<file path="config.mk">
export PLATFORM = sky130hd
export DESIGN_NAME = eco_equiv_sweeper
export DESIGN_NICKNAME = d
export VERILOG_FILES = /design/src/rtl/eco_pkg.sv /design/src/rtl/eco_equiv_sweeper.sv
export SDC_FILE = /design/constraint.sdc
export NUM_CORES = 1
export LEC_CHECK = 0
export BUFFER_PORTS_ARGS = -buffer_cell sky130_fd_sc_hd__buf_2
export CAP_MARGIN = 30
export CORE_MARGIN = 2
export CORE_UTILIZATION = 48
export DETAILED_ROUTE_END_ITERATION = 6
export MAX_ROUTING_LAYER = met4
export PLACE_DENSITY = 0.75
export SETUP_SLACK_MARGIN = 0.2
export SYNTH_ARGS = -nofsm -noshare
export SYNTH_HDL_FRONTEND = slang
export SYNTH_SLANG_ARGS = --single-unit
</file>
<file path="constraint.sdc">
create_clock -name clk -period 3.4 [get_ports clk]
set_input_delay 0.51 -clock clk [delete_from_list [all_inputs] [get_ports clk]]
set_output_delay 0.51 -clock clk [all_outputs]
set_load 0.02 [all_outputs]
</file>
<file path="src/rtl/eco_pkg.sv">
// Shared types and sizes for the ECO equivalence sweeper.
package eco_pkg;

    localparam int VEC_W   = 8;
    localparam int Y_W     = 4;
    localparam int NUM_VEC = 256;
    localparam int CNT_W   = 4;
    localparam int MC_W    = 9;

    typedef enum logic [1:0] {
        ST_IDLE,
        ST_SETTLE,
        ST_CHECK,
        ST_DONE
    } state_t;

endpackage

</file>
<file path="src/rtl/eco_equiv_sweeper.sv">
// Exhaustive sweep of all {a,b} vectors: drives both the patched netlist and
// the golden model, compares their outputs and gathers mismatch statistics.
module eco_equiv_sweeper
    import eco_pkg::*;
#(
    parameter int SETTLE = 1
) (
    input  logic              clk,
    input  logic              rst,
    input  logic              start,
    input  logic              abort,
    output logic [3:0]        dut_a,
    output logic [3:0]        dut_b,
    input  logic [Y_W-1:0]    dut_y,
    input  logic [Y_W-1:0]    ref_y,
    output logic              busy,
    output logic              done,
    output logic              pass,
    output logic [MC_W-1:0]   mismatch_count,
    output logic [VEC_W-1:0]  first_fail_vec,
    output logic [Y_W-1:0]    first_fail_diff,
    output logic [Y_W-1:0]    fail_bit_mask
);

    // Reload value: the counter walks LOAD..0, giving SETTLE cycles in SETTLE.
    localparam logic [CNT_W-1:0]  SETTLE_LOAD = CNT_W'(SETTLE - 1);
    localparam logic [VEC_W-1:0]  LAST_VEC    = VEC_W'(NUM_VEC - 1);

    state_t             state;
    state_t             state_nxt;
    logic [VEC_W-1:0]   vec;
    logic [CNT_W-1:0]   settle_cnt;
    logic [Y_W-1:0]     diff;
    logic               miss;

    assign dut_a = vec[7:4];
    assign dut_b = vec[3:0];
    assign diff  = dut_y ^ ref_y;
    assign miss  = |diff;
    assign busy  = (state == ST_SETTLE) || (state == ST_CHECK);
    assign done  = (state == ST_DONE);

    // Next-state decode; abort wins over settle expiry and over the compare.
    always_comb begin
        state_nxt = state;
        case (state)
            ST_IDLE: begin
                if (start) state_nxt = ST_SETTLE;
            end
            ST_SETTLE: begin
                if (abort)                 state_nxt = ST_IDLE;
                else if (settle_cnt == '0) state_nxt = ST_CHECK;
            end
            ST_CHECK: begin
                if (abort)                 state_nxt = ST_IDLE;
                else if (vec == LAST_VEC)  state_nxt = ST_DONE;
                else                       state_nxt = ST_SETTLE;
            end
            ST_DONE: begin
                state_nxt = ST_IDLE;
            end
            default: state_nxt = ST_IDLE;
        endcase
    end

    // State register.
    always_ff @(posedge clk or posedge rst) begin
        if (rst) state <= ST_IDLE;
        else     state <= state_nxt;
    end

    // Vector/settle counters and result accumulation.
    always_ff @(posedge clk or posedge rst) begin
        if (rst) begin
            vec             <= '0;
            settle_cnt      <= '0;
            pass            <= 1'b0;
            mismatch_count  <= '0;
            first_fail_vec  <= '0;
            first_fail_diff <= '0;
            fail_bit_mask   <= '0;
        end else begin
            case (state)
                ST_IDLE: begin
                    if (start) begin
                        vec             <= '0;
                        settle_cnt      <= SETTLE_LOAD;
                        pass            <= 1'b0;
                        mismatch_count  <= '0;
                        first_fail_vec  <= '0;
                        first_fail_diff <= '0;
                        fail_bit_mask   <= '0;
                    end
                end
                ST_SETTLE: begin
                    if (abort)                  pass       <= 1'b0;
                    else if (settle_cnt != '0)  settle_cnt <= settle_cnt - 1'b1;
                end
                ST_CHECK: begin
                    if (abort) begin
                        // Partial counts are kept; this cycle's compare is dropped.
                        pass <= 1'b0;
                    end else begin
                        if (miss) begin
                            mismatch_count <= mismatch_count + 1'b1;
                            fail_bit_mask  <= fail_bit_mask | diff;
                            if (mismatch_count == '0) begin
                                first_fail_vec  <= vec;
                                first_fail_diff <= diff;
                            end
                        end
                        if (vec != LAST_VEC) begin
                            vec        <= vec + 1'b1;
                            settle_cnt <= SETTLE_LOAD;
                        end
                    end
                end
                ST_DONE: begin
                    pass <= (mismatch_count == '0);
                end
                default: ;
            endcase
        end
    end

endmodule
</file>
==> results of run 1 <==
## metal layers
metal,share of wire,global-route usage,vias up
met4,0.017,0.08283,0
li1,-,-,1036
met3,0.062,0.05350,11
met2,0.47,0.3433,73
met1,0.45,0.3194,1026
met5,0,-,-
## worst paths after layout
| check | cells past startpoint | end | slack, ps | startpoint |
|---|---|---|---|---|
| min in group clk | 2 | fail_bit_mask[0] | 510 | fail_bit_mask[0] |
| worst min-delay path | 3 | vec[1] | 330 | rst |
| max in group asynchronous | 3 | state[0] | 2730 | rst |
| worst max register to register | 6 | first_fail_vec[3] | 860 | state[0] |
| worst max-delay path | 6 | first_fail_vec[3] | 860 | state[0] |
| worst min register to register | 2 | fail_bit_mask[0] | 510 | fail_bit_mask[0] |
## cell usage in the layout, fill, tap and decap left out, drive strengths merged, types with 8 or more instances in the layout
cell type,n
o21ai,10
nand2,38
o31ai,10
nand3,18
buf,53
nor2,10
dfrtp,40
o211ai,10
ha,9
inv,8
## worst min-delay path, stage by stage
cell,delay (ps)
buf_2,90
inv_1,40
buf_4,430
## power groups by stage
stage	logic, uW	clock network [uW]	registers, uW
after global routing	877	417	629
after detailed placement	779	0	623
after floorplan	535	0	678
after CTS	787	399	617
after global placement	773	0	622
final	789	387	617
## registers in the layout (all words and copies together), names as in the netlist
register         flops
fail_bit_mask        4
first_fail_diff      4
first_fail_vec       8
mismatch_count       9
pass                 1
settle_cnt           4
state                2
vec                  8
## stage by stage
| stage | util | power [uW] | instances | hold slack (ps) | cell area, um2 |
|---|---|---|---|---|---|
| 3_3_place_gp | 0.5558 | 1395 | 358 | 489.3 | 2625 |
| 2_1_floorplan | - | 1213 | 256 | 511.2 | 2336 |
| 3_5_place_dp | 0.5558 | 1402 | 358 | 482.1 | 2625 |
| 6_report | 0.5785 | 1793 | 366 | 326.8 | 2733 |
| 5_1_grt | 0.5785 | 1923 | 366 | 393.7 | 2733 |
| 4_1_cts | 0.5785 | 1802 | 366 | 340.2 | 2733 |
## cell type report
class | count | area [um2] | share of cell area
Clock buffer | 6 | 72.57 | 0.02656
Clock inverter | 2 | 35.03 | 0.01282
Inverter | 9 | 33.78 | 0.01236
Multi-Input combinational cell | 189 | 1226 | 0.4487
Sequential cell | 40 | 1001 | 0.3663
Tap cell | 67 | 83.83 | 0.03068
Timing Repair Buffer | 53 | 280.3 | 0.1026
## cells by family after synthesis
kind of cell    after synthesis
mux                           5
simple gates                107
compound gates               64
buf+inv                      27
fa+ha+maj                     9
xor+xnor                      4
flops                        40
==> flow_summary.yaml, run 1 <==
worst_setup_path:
  crit_buf_inv: 2
  worstPathArrival_ps: 2740
  end_kind: "flop"
  crit_family: "compound AO/OA/AOI/OAI gates"
  crit_slowest_cell: "o211a_1"
  setup.worst_path.start_class: "flop"
  crit_required_ps: 3600
  crit_fanout: 23
  path_cells: "inv_1 -> ha_1 -> buf_4 -> o211a_1 -> nand3_2 -> o221ai_1"
  slowest_delay_ps: 600
  crit_type: "flop to flop"
sta:
  hold_viol: 0
  worst_slew_pin_slew_ps: 631.1
  timing.setup.tns_ps: 0
  maxSlewViolCount: 0
  clock_skew_ps: 8.941
  max_freq_ghz: 0.3937
  maxSlewHeadroom: 0.5761
  worst_slack_ps: 859.9
  rsz0062_at_grt: "false"
  layout_min_cycle_time_ps: 2540
  finalSetupViolCount: 0
  post-route-period-util: 0.7471
clock_tree:
  postCtsHoldBufs: 0
  cts_buffer_depth: 2
  tritoncts: "yes"
  post_cts_resized: 0
  htreeDepth: 2
  postCtsSetupBuffers: 0
  cts_buffers: 5
  cts_root_buffer: "clkbuf_8"
  clkLatencyLatePin_ps: 300
  path_clk_slew_ps: 80
  clock-sinks: 40
drt:
  viasPerCell: 5.863
  wl_um: 5604
  via_count: 2146
  wl_per_cell_um: 15.31
  firstDrtPassIters: 4
  drcViolationCount: 0
  ant_nets: 0
  drt_iter0_markers: 169
synth:
  synth_compound_area_frac: 0.2003
  yosysSeqAreaShare: 0.4285
  ys_seq_elements: 40
  syn_area_per_cell_um2: 9.125
  ys_top_cells_by_area: "dfrtp_1, nand2_1, ha_1"
  synth_area_mm2: 0.002336
  synth-simple-area-share: 0.2373
  synth_top_area_frac: 0.4285
  synthMuxAreaShare: 0.02142
  synthFlopType: "dfrtp_1"
  syn_nets: 277
  synth-edff-count: 0
  synth.distinct_cells: 49
  synth_common_cells: "dfrtp_1, nand2_1, nand3_1"
  synthCells: 256
  yosysMostFrequentCell: "dfrtp_1"
  async_flop_share: 1.000
  synth_top_family_by_area: "simple AND/OR/NAND/NOR gates"
  synthAdderAreaFrac: 0.04821
  ys_warn_count: 0
  synth.largest_area_cell: "dfrtp_1"
  synth-xor-area-share: 0.01500
die:
  rows: 25
  io_pins: 48
  placeableCoreArea_mm2: 0.004723
  initial_core_util: 0.4946
  die_area_mm2: 0.005441
  die_x_um: 73.76
  die_h_um: 73.76
finish:
  area_delta_synth_final_pct: 16.98
  nNetsFinal: 319
  drive_gt1_frac: 0.2174
  num_antenna_cells: 0
  fillers: 417
global_route:
  grt.overflow.total: 0
  grt_pass1_vias: 2013
  grt_use_total: 0.2345
  grt_max_degree: 41
  grt_pass1_wl_um: 9584
  antenna_found_initial: 0
pwr:
  ir_drop_uv: 320.7
  seqPwrFrac: 0.344
  power_density_mw_per_mm2: 656.3
  p_leak_uw: 0.001281
  p_sw_frac: 0.4211
  p_sw_uw: 755.2
  p_int_uw: 1038
  clkPwrFrac: 0.216
  combPwrFrac: 0.440
place:
  dpl.hpwl_um: 3726
  post-place-ws_ps: 914.1
  gp_congestion: 0.9043
  io_buffers: 47
status:
  status: "completed"
worst_hold_path:
  worstHoldPathType: "primary input to async pin"
flow_run:
  drv_cap: 0
No activity file was read; power rests on OpenSTA's default activity.
==> inputs of run 2 (changes only) <==
==> constraint.sdc (replaced) <==
create_clock -name clk -period 2.6 [get_ports clk]
set_input_delay 0.39 -clock clk [delete_from_list [all_inputs] [get_ports clk]]
set_output_delay 0.39 -clock clk [all_outputs]
set_load 0.02 [all_outputs]
==> run 2 against run 1 <==
Combinational power increased by 36%; maximum frequency rose by 24%; clock power is 11% higher; worst setup slack worse by 310 ps.
==> flow_summary.yaml, run 2 (synthesized netlist as in run 1, its figures left out) <==
drt:
  drt_iter0_markers: 133
  wl_per_cell_um: 14.99
  viasPerCell: 5.878
  ant_nets: 0
  via_count: 2169
  drcViolationCount: 0
  firstDrtPassIters: 4
  wl_um: 5532
sta:
  maxSlewHeadroom: 0.6309
  post-route-period-util: 0.7900
  clock_skew_ps: 5.135
  hold_viol: 0
  maxSlewViolCount: 0
  max_freq_ghz: 0.4868
  fin_hold_ws_ps: 221.1
  layout_min_cycle_time_ps: 2054
  worst_slew_pin_slew_ps: 549.4
  rsz0062_at_grt: "false"
  timing.setup.tns_ps: 0
  finalSetupViolCount: 0
pwr:
  clkPwrFrac: 0.187
  ir_drop_uv: 457.7
  seqPwrFrac: 0.349
  power_density_mw_per_mm2: 839.2
  p_int_uw: 1322
  p_sw_uw: 975.7
  p_sw_frac: 0.4247
  combPwrFrac: 0.464
  p_leak_uw: 0.001286
global_route:
  grt_pass1_vias: 2015
  grt.overflow.total: 0
  grt_use_total: 0.2207
  grt_max_degree: 41
  grt_pass1_wl_um: 9232
  antenna_found_initial: 0
finish:
  num_antenna_cells: 0
  nNetsFinal: 322
  fillers: 423
  multi_input_area_mm2: 0.001226
  top_register: "mismatch_count"
  largest_reg_flops: 9
  area_delta_synth_final_pct: 17.19
  drive_gt1_frac: 0.2219
  reg.largest.list: "mismatch_count x9, first_fail_vec x8, vec x8"
  final_cells: 369
  final_common_cell: "buf_2"
  final_cell_mix: "buf_2, dfrtp_1, nand2_1, nand3_1"
  ff_latch_area_mm2: 0.001001
clock_tree:
  clock-sinks: 40
  postCtsSetupBuffers: 0
  post_cts_resized: 0
  cts_root_buffer: "clkbuf_8"
  postCtsHoldBufs: 0
  htreeDepth: 2
  cts_buffer_depth: 2
  path_clk_slew_ps: 80
  tritoncts: "yes"
  cts_buffers: 5
  clkLatencyLatePin_ps: 290
worst_setup_path:
  path_cells: "inv_1 -> ha_1 -> clkinv_1 -> nor4_1 -> or4b_1 -> nand3_1"
  crit_slowest_cell: "or4b_1"
  regToRegStartpoint: "state[0]"
  crit_type: "flop to flop"
  setup.worst_path.start_class: "flop"
  crit_fanout: 9
  crit_required_ps: 2820
  slowest_delay_ps: 450
  ff2ff_setup_slack_ps: 550
  worstPathArrival_ps: 2280
  critPathLaunch: "state[0]"
  end_kind: "flop"
die:
  rows: 25
  die_area_mm2: 0.005441
  die_h_um: 73.76
  initial_core_util: 0.4946
  placeableCoreArea_mm2: 0.004723
  die_x_um: 73.76
  io_pins: 48
place:
  place_inst: 361
  io_buffers: 47
  gp_congestion: 0.8945
  dpl.hpwl_um: 3820
flow_run:
  drv_cap: 0
worst_hold_path:
  worstHoldPathType: "primary input to async pin"
status:
  status: "completed"
## run 2: cell count changes in the layout (fill, tap and decap cells not counted)
| cell | change |
|---|---|
| buf_4 | +3 |
| clkbuf_8 | +1 |
| clkinv_2 | -1 |
| clkbuf_1 | +1 |
| bufinv_16 | -1 |
## run 2: power by group through the flow
stage / Clock [uW] / Sequential (uW) / Combinational (uW)
after global placement: 0 / 813 / 1050
final: 429 / 802 / 1070
after CTS: 436 / 804 / 1070
after detailed placement: 0 / 816 / 1060
after global routing: 468 / 817 / 1170
after floorplan: 0 / 887 / 700
## run 2: final cells by class
type	count	area share
Sequential cell	40	0.3656
Multi-Input combinational cell	189	0.4479
Clock buffer	8	0.03291
Inverter	9	0.01234
Tap cell	67	0.03062
Timing Repair Buffer	56	0.1106
## run 2: worst max-delay path: cells and delay by family, from the launching register on
family,cells,cell delay [ps]
adder cells (fa/ha/maj),1,320
buffers and inverters,2,410
flip-flops,1,410
AND/OR/NAND/NOR,3,850
## run 2: metal layers
metal / wire length, um / global-route usage / up-vias
met3: 294 / 0.03704 / 11
met1: 2659 / 0.3103 / 1043
met5: 0 / - / -
li1: - / - / 1042
met2: 2525 / 0.3343 / 73
met4: 53 / 0.05253 / 0
## run 2: stage by stage
| stage | utilization | total power, uW | instance area, um2 | setup slack (ps) |
|---|---|---|---|---|
| 2_1_floorplan | - | 1587 | 2336 | 835.4 |
| 3_3_place_gp | 0.5605 | 1859 | 2648 | 561.5 |
| 3_5_place_dp | 0.5605 | 1875 | 2648 | 565.0 |
| 4_1_cts | 0.5796 | 2307 | 2738 | 543.5 |
| 5_1_grt | 0.5796 | 2458 | 2738 | 313.8 |
| 6_report | 0.5796 | 2297 | 2738 | 545.9 |
## run 2: final timing paths
check | to | depth (start not counted)
setup / recovery | mismatch_count[7] | 6
hold / removal | vec[0] | 3
setup reg to reg | mismatch_count[7] | 6
hold reg to reg | fail_bit_mask[1] | 2
max in group asynchronous | first_fail_vec[6] | 3
min in group clk | state[1] | 2
